## src/rtl/braille_dwell_timer.sv

```systemverilog
// Millisecond dwell timer: counts 1 ms ticks from the LFSR tick generator,
// with pause, abort, a completion pulse and a watchdog on a silent generator.
module braille_dwell_timer #(
  parameter int DUR_W       = 12,
  parameter int WDOG_W      = 16,
  parameter int WDOG_CYCLES = 65535
) (
  input  logic             clk,
  input  logic             rst,
  input  logic             start,
  input  logic [DUR_W-1:0] duration_ms,
  input  logic             pause,
  input  logic             abort,
  input  logic             timeout1ms,
  output logic             tick_enable,
  output logic             busy,
  output logic             done,
  output logic [DUR_W-1:0] remaining,
  output logic             tick_err
);

  localparam logic [2:0] S_IDLE  = 3'd0;
  localparam logic [2:0] S_RUN   = 3'd1;
  localparam logic [2:0] S_PAUSE = 3'd2;
  localparam logic [2:0] S_DONE  = 3'd3;
  localparam logic [2:0] S_ERR   = 3'd4;

  localparam logic [WDOG_W-1:0] WDOG_LAST = WDOG_W'(WDOG_CYCLES - 1);

  logic [2:0]        state;
  logic [WDOG_W-1:0] wdog;

  always_ff @(posedge clk or negedge rst) begin
    if (!rst) begin
      state       <= S_IDLE;
      tick_enable <= 1'b0;
      busy        <= 1'b0;
      done        <= 1'b0;
      remaining   <= '0;
      tick_err    <= 1'b0;
      wdog        <= '0;
    end else begin
      done <= 1'b0;
      if (abort) begin
        state       <= S_IDLE;
        tick_enable <= 1'b0;
        busy        <= 1'b0;
        remaining   <= '0;
        tick_err    <= 1'b0;
        wdog        <= '0;
      end else begin
        case (state)
          S_IDLE, S_ERR: begin
            if (start) begin
              tick_err <= 1'b0;
              wdog     <= '0;
              if (duration_ms != '0) begin
                state       <= S_RUN;
                remaining   <= duration_ms;
                busy        <= 1'b1;
                tick_enable <= 1'b1;
              end else begin
                // zero-length dwell completes without waking the generator
                state     <= S_DONE;
                done      <= 1'b1;
                remaining <= '0;
              end
            end
          end
          S_RUN: begin
            if (timeout1ms) begin
              wdog <= '0;
              if (remaining != '0) remaining <= remaining - 1'b1;
              // completion beats a same-cycle pause
              if (remaining <= DUR_W'(1)) begin
                state       <= S_DONE;
                done        <= 1'b1;
                busy        <= 1'b0;
                tick_enable <= 1'b0;
              end else if (pause) begin
                state       <= S_PAUSE;
                tick_enable <= 1'b0;
              end
            end else if (wdog == WDOG_LAST) begin
              state       <= S_ERR;
              tick_err    <= 1'b1;
              tick_enable <= 1'b0;
              busy        <= 1'b0;
              wdog        <= '0;
            end else if (pause) begin
              state       <= S_PAUSE;
              tick_enable <= 1'b0;
              wdog        <= '0;
            end else begin
              wdog <= wdog + 1'b1;
            end
          end
          S_PAUSE: begin
            // generator held off here, so resuming starts a fresh 1 ms interval
            wdog <= '0;
            if (!pause) begin
              state       <= S_RUN;
              tick_enable <= 1'b1;
            end
          end
          S_DONE:  state <= S_IDLE;
          default: state <= S_IDLE;
        endcase
      end
    end
  end

endmodule
```

## config.mk

```make
export PLATFORM = sky130hd
export DESIGN_NAME = braille_dwell_timer
export DESIGN_NICKNAME = d
export VERILOG_FILES = /design/src/rtl/braille_dwell_timer.sv
export SDC_FILE = /design/constraint.sdc
export NUM_CORES = 1
export LEC_CHECK = 0
export CAP_MARGIN = 10
export CORE_AREA = 2 2 57 73
export DETAILED_ROUTE_END_ITERATION = 6
export DIE_AREA = 0 0 59 75
export DONT_BUFFER_PORTS = 1
export PLACE_DENSITY = 0.73
export SLEW_MARGIN = 20
export SYNTH_ARGS = -nofsm -noshare
export SYNTH_HDL_FRONTEND = slang
export SYNTH_SLANG_ARGS = --single-unit
```

## constraint.sdc

```tcl
create_clock -name clk -period 4.8 [get_ports clk]
set_clock_uncertainty 0.2 [all_clocks]
set_input_delay 1.44 -clock clk [delete_from_list [all_inputs] [get_ports clk]]
set_output_delay 1.44 -clock clk [all_outputs]
set_load 0.005 [all_outputs]
```

; After elaboration in Yosys (flattened, before gate mapping)
; Index checks and enable logic that the tools add are counted.
[op_classes]
n_addsub = 2
n_shift = 0
div = 0
muxes = 46
bitwise_logic = 0
n_lt_le_gt_ge = 1
reduce_logical = 12
n_eq_ne = 13
multipliers = 0
[op_table]
columns = operator, count
row1 = 16-bit two-way mux, 5
row2 = 12-bit two-way mux, 5
row3 = 16-bit one-hot mux with 3 select lines, 1
row4 = 12-bit one-hot mux with 2 select lines, 1
row5 = 12-bit nonzero test, 2
row6 = 1-bit two-way mux, 21
row7 = 3-bit two-way mux, 7
row8 = 3-bit != test (second input constant), 7
row9 = 16-bit by 1-bit adder with 16-bit output (second input constant), 1
row10 = 16-bit == test (second input constant), 1
row11 = 12-bit by 1-bit less-or-equal comparator with 1-bit output (second input constant), 1
row12 = 4-bit AND reduction, 3
row13 = 12-bit by 1-bit subtractor with 12-bit output (second input constant), 1
row14 = 3-bit one-hot mux with 3 select lines, 1
row15 = 4-bit != test (second input constant), 2
row16 = 1-bit one-hot mux with 2 select lines, 3
row17 = 5-bit AND reduction, 1
row18 = 2-bit AND reduction, 2
row19 = 4-bit nonzero test, 1
row20 = 3-bit by 1-bit == test with 1-bit output (second input constant), 1
row21 = 3-bit by 2-bit == test with 1-bit output (second input constant), 1
row22 = 3-bit == test (second input constant), 1
row23 = 3-bit zero test, 1
row24 = 1-bit one-hot mux with 3 select lines, 1
row25 = other kinds (3), 3
[word_totals]
rom_bits = 0
ff_bits = 35
latch_bits = 0
mem_count = 0
ram_bits = 0
elab_cells = 81

; Depth between registers and ports, before layout
[depth]
ltp_word = 6
ltp_mapped = 8
depth_no_buf = 7

; Worst setup path after synthesis
; No wires, ideal clock.
[synth_path]
path_kind = input to register
startpoint = input port abort
endpoint = register wdog[11]
stages = 6
slack_ns = 1.428
arrival_ns = 3.103
required_time_ns = 4.531
path_cell_list = or4b_1 > buf_2 > or3_4 > or2_4 > or3_1 > nand3_1
[synth_via]
elab_chain_cells = 2
word_cells_on_any_way = 4
[synth_lines]
columns = item, line
row1 = "start, declared", 13  ; input logic abort,
row2 = 3-bit != test (no line) or 4-bit nonzero test (tied branches), --
row3 = 2-bit AND reduction (no line), --
row4 = "end signal, assigned", 95  ; wdog <= wdog + 1'b1;
row5 = "end, declared", 31  ; logic [WDOG_W-1:0] wdog;
; Parallel ways exist; a longest one is shown, timed or not.
; A chain may end at the register's enable or synchronous reset.

; Final worst setup path
[layout_path]
startpoint = input port abort
endpoint = register wdog[8]
; The elaborated chain is that of the path after synthesis.

==> results_dict.tcl <==
set metrics [dict create \
    drt_first_pass_iters 5 \
    number_of_distinct_library_cells_after_synthesis 48 \
    cts_max_path_buffers 2 \
    syn_area_sq_um 2180 \
    placement_stage_worst_setup_slack_ns 0.978 \
    worst_pin_slew_ns 1.08 \
    cts_setup_buffers 0 \
    cts_buffers 5 \
    netlist.area_leader.share 0.401 \
    die_footprint_sq_um 4430 \
    status "complete, no violations" \
    clk_transition_reported_paths_ns 0.07 \
    max_capacitance_violation_total 0 \
    power.density_cell_area_nw_per_um2 352 \
    number_of_antenna_violating_nets_in_the_routed_design 0 \
    core.rowCount 25 \
    place_hpwl_mm 3.89 \
    rsz_0062_raised_after_global_routing "false" \
    start_kind "input pin" \
    layout-drive-gt1-share 0.0575 \
    clock_latency_ns 0.29 \
    synth.ff_latch_count 35 \
    worst_min_path_class "reg -> reg" \
    synth_cells 265 \
    cts_sinks 35 \
    setup_viol 0 \
    timing.final.hold_violations 0 \
    number_of_drc_markers_in_iteration_0 160 \
    synth_edf_count 0 \
    crit_path_max_fanout 22 \
    final_critical_path_setup_slack_ns 1.26 \
    synth-warning-count 0 \
    achievable-frequency_mhz 282 \
    io_buffer_count 0 \
    number_of_top_level_pins 34 \
    clock_tree_from_tritoncts "yes" \
    synth_top_flop_cell "sky130_fd_sc_hd__dfrtp_1" \
    ys_top_cells_by_area "sky130_fd_sc_hd__dfrtp_1 40%, sky130_fd_sc_hd__o21ai_0 6.4%, sky130_fd_sc_hd__a21oi_1 5.7%" \
    routed_wl_mm 5.51 \
    pin_count_of_the_biggest_net_entering_global_routing 36 \
    area_overhead_vs_synth_pct 5.05 \
    initial_core_util 0.591 \
    cp_data_required_time_ns 4.81 \
    crit_path_end_kind "flip-flop" \
    arrival_ns 3.56 \
    fp.dieH_um 75 \
    core_area_sq_um 3690 \
    grt_pass1_vias 1926 \
    mappedNetlistNets 287 \
    remaining_drc_errors 0 \
    timing.hold.ws_ns 0.297 \
    detail_route.vias_per_cell 6.76 \
    library_cell_with_the_largest_summed_area_after_synthesis "sky130_fd_sc_hd__dfrtp_1" \
    grt_antenna_before_repair 0 \
    design.final.nets 282 \
    post_cts.resized_instances 0 \
    grt_remaining_overflow 0 \
    grt_pass1_wl_mm 9.08 \
    cts-htree-levels 2 \
    timing.setup.tns_ns 0 \
    grt.total_usage 0.272 \
    p_leak_nw 0.930 \
    relSlewSlack 0.274 \
    avgRoutedWirePerCell_um 18.3 \
    floorplan.die.width_um 59 \
    drv_slew 0 \
    min_period_ns 3.54 \
    final_cell_area_sq_um 2290 \
    n_antenna_cell 0 \
    synth_area_per_cell_sq_um 8.23 \
    finalWeightedCongestion 0.887 \
    vias 2035 \
    part_of_the_yosys_area_used_for_sequential_elements 0.401 \
    synth-async-reset-ratio 1.00 \
    maximum_resistive_drop_on_vdd_v 0.000267 \
    holdBufCountCts 0 \
    finalCritPeriodShare 0.738 \
    placement.cell_area_sq_um 2170 \
    path_class "in -> reg" \
    root_buffer "sky130_fd_sc_hd__clkbuf_8" \
]
[kinds of logic after synthesis]
kind of cell / synth area share
XOR/XNOR: 0.00401
multiplexers: 0.00917
buffers and inverters: 0.0470
AO/OA/AOI/OAI: 0.257
flip-flops: 0.401
adder cells (fa/ha/maj): 0.0229
AND/OR/NAND/NOR: 0.259
[sequential cells by signal (all words and copies together), names as in the netlist]
name	cells
state	3
busy	1
done	1
remaining	12
tick_err	1
tick_enable	1
wdog	16
[per-stage QoR]
| step | utilization | instances | total power, mW |
|---|---|---|---|
| floorplan | - | 265 | 0.492 |
| global placement | 0.589 | 293 | 0.527 |
| detailed placement | 0.589 | 293 | 0.528 |
| CTS | 0.621 | 301 | 0.808 |
| global route | 0.621 | 301 | 0.846 |
| finish | 0.621 | 301 | 0.806 |
[layer usage]
| metal | track usage | wire length, um | up-vias |
|---|---|---|---|
| li1 | - | - | 982 |
| met1 | 0.325 | 2270 | 963 |
| met2 | 0.444 | 2770 | 75 |
| met3 | 0.0773 | 329 | 15 |
| met4 | 0.141 | 144 | 0 |
| met5 | 0 | 0 | - |
[path summary, 6_finish.rpt]
kind | start | depth (start not counted) | endpoint | slack (ns)
max in group asynchronous | rst | 0 | wdog[5] | 3.68
worst max-delay path | abort | 5 | wdog[8] | 1.26
worst min-delay path | wdog[15] | 1 | wdog[15] | 0.30
min in group asynchronous | rst | 0 | wdog[15] | 0.63
worst max register to register | remaining[0] | 6 | remaining[6] | 1.83
worst min register to register | wdog[15] | 1 | wdog[15] | 0.30
[report_power, final]
part | switching [mW] | internal [mW] | total, mW
Combinational | 0.107 | 0.0625 | 0.169
Clock | 0.112 | 0.168 | 0.280
Sequential | 0.0382 | 0.319 | 0.357
[critical path, cell delays in order]
cell	delay, ns
sky130_fd_sc_hd__or4b_1	0.68
sky130_fd_sc_hd__or3_4	0.42
sky130_fd_sc_hd__nor2_2	0.60
sky130_fd_sc_hd__o21ai_0	0.20
sky130_fd_sc_hd__a31oi_1	0.22
[cell usage after synthesis, types with 2 or more instances]
master and instances:
sky130_fd_sc_hd__nor4_1 7, sky130_fd_sc_hd__ha_1 4, sky130_fd_sc_hd__or3_1 7, sky130_fd_sc_hd__and2_1 2
sky130_fd_sc_hd__a21oi_1 25, sky130_fd_sc_hd__nand3_1 8, sky130_fd_sc_hd__nor2_1 28, sky130_fd_sc_hd__a41oi_1 2
sky130_fd_sc_hd__o21ai_0 28, sky130_fd_sc_hd__a211o_1 3, sky130_fd_sc_hd__nand2b_1 2, sky130_fd_sc_hd__mux2i_1 2
sky130_fd_sc_hd__a31oi_1 11, sky130_fd_sc_hd__or3b_2 2, sky130_fd_sc_hd__a22o_1 2, sky130_fd_sc_hd__a22oi_1 3
sky130_fd_sc_hd__nor3_1 14, sky130_fd_sc_hd__nor3b_1 2, sky130_fd_sc_hd__o31ai_1 5, sky130_fd_sc_hd__o22ai_1 2
sky130_fd_sc_hd__o22a_1 2, sky130_fd_sc_hd__inv_1 10, sky130_fd_sc_hd__clkbuf_1 7, sky130_fd_sc_hd__nand4_1 8
sky130_fd_sc_hd__a311oi_1 2, sky130_fd_sc_hd__nand2_1 14, sky130_fd_sc_hd__and3_1 3, sky130_fd_sc_hd__dfrtp_1 35
sky130_fd_sc_hd__buf_2 4, sky130_fd_sc_hd__nor2b_1 3
[layout make-up]
class / instances / area (sq um)
well taps: 40 / 50.0
multi-input cells: 207 / 1200
clock inverters: 2 / 35.0
repair buffers: 1 / 7.51
clock buffers: 6 / 82.6
inverters: 10 / 37.5
flip-flops and latches: 35 / 876
fillers: 339 / 1400
[cells in the final DEF, fill, tap and decap left out, types with 4 or more instances in the layout]
cell,netlist,layout
sky130_fd_sc_hd__dfrtp_1,35,35
sky130_fd_sc_hd__nor2_1,28,28
sky130_fd_sc_hd__o21ai_0,28,28
sky130_fd_sc_hd__a21oi_1,25,25
sky130_fd_sc_hd__nor3_1,14,14
sky130_fd_sc_hd__nand2_1,14,14
sky130_fd_sc_hd__a31oi_1,11,11
sky130_fd_sc_hd__inv_1,10,10
sky130_fd_sc_hd__nand4_1,8,8
sky130_fd_sc_hd__nand3_1,8,8
sky130_fd_sc_hd__nor4_1,7,7
sky130_fd_sc_hd__or3_1,7,7
sky130_fd_sc_hd__clkbuf_8,0,6
sky130_fd_sc_hd__o31ai_1,5,5
sky130_fd_sc_hd__ha_1,4,4
Note: power is estimated with default switching activity, not from simulation.
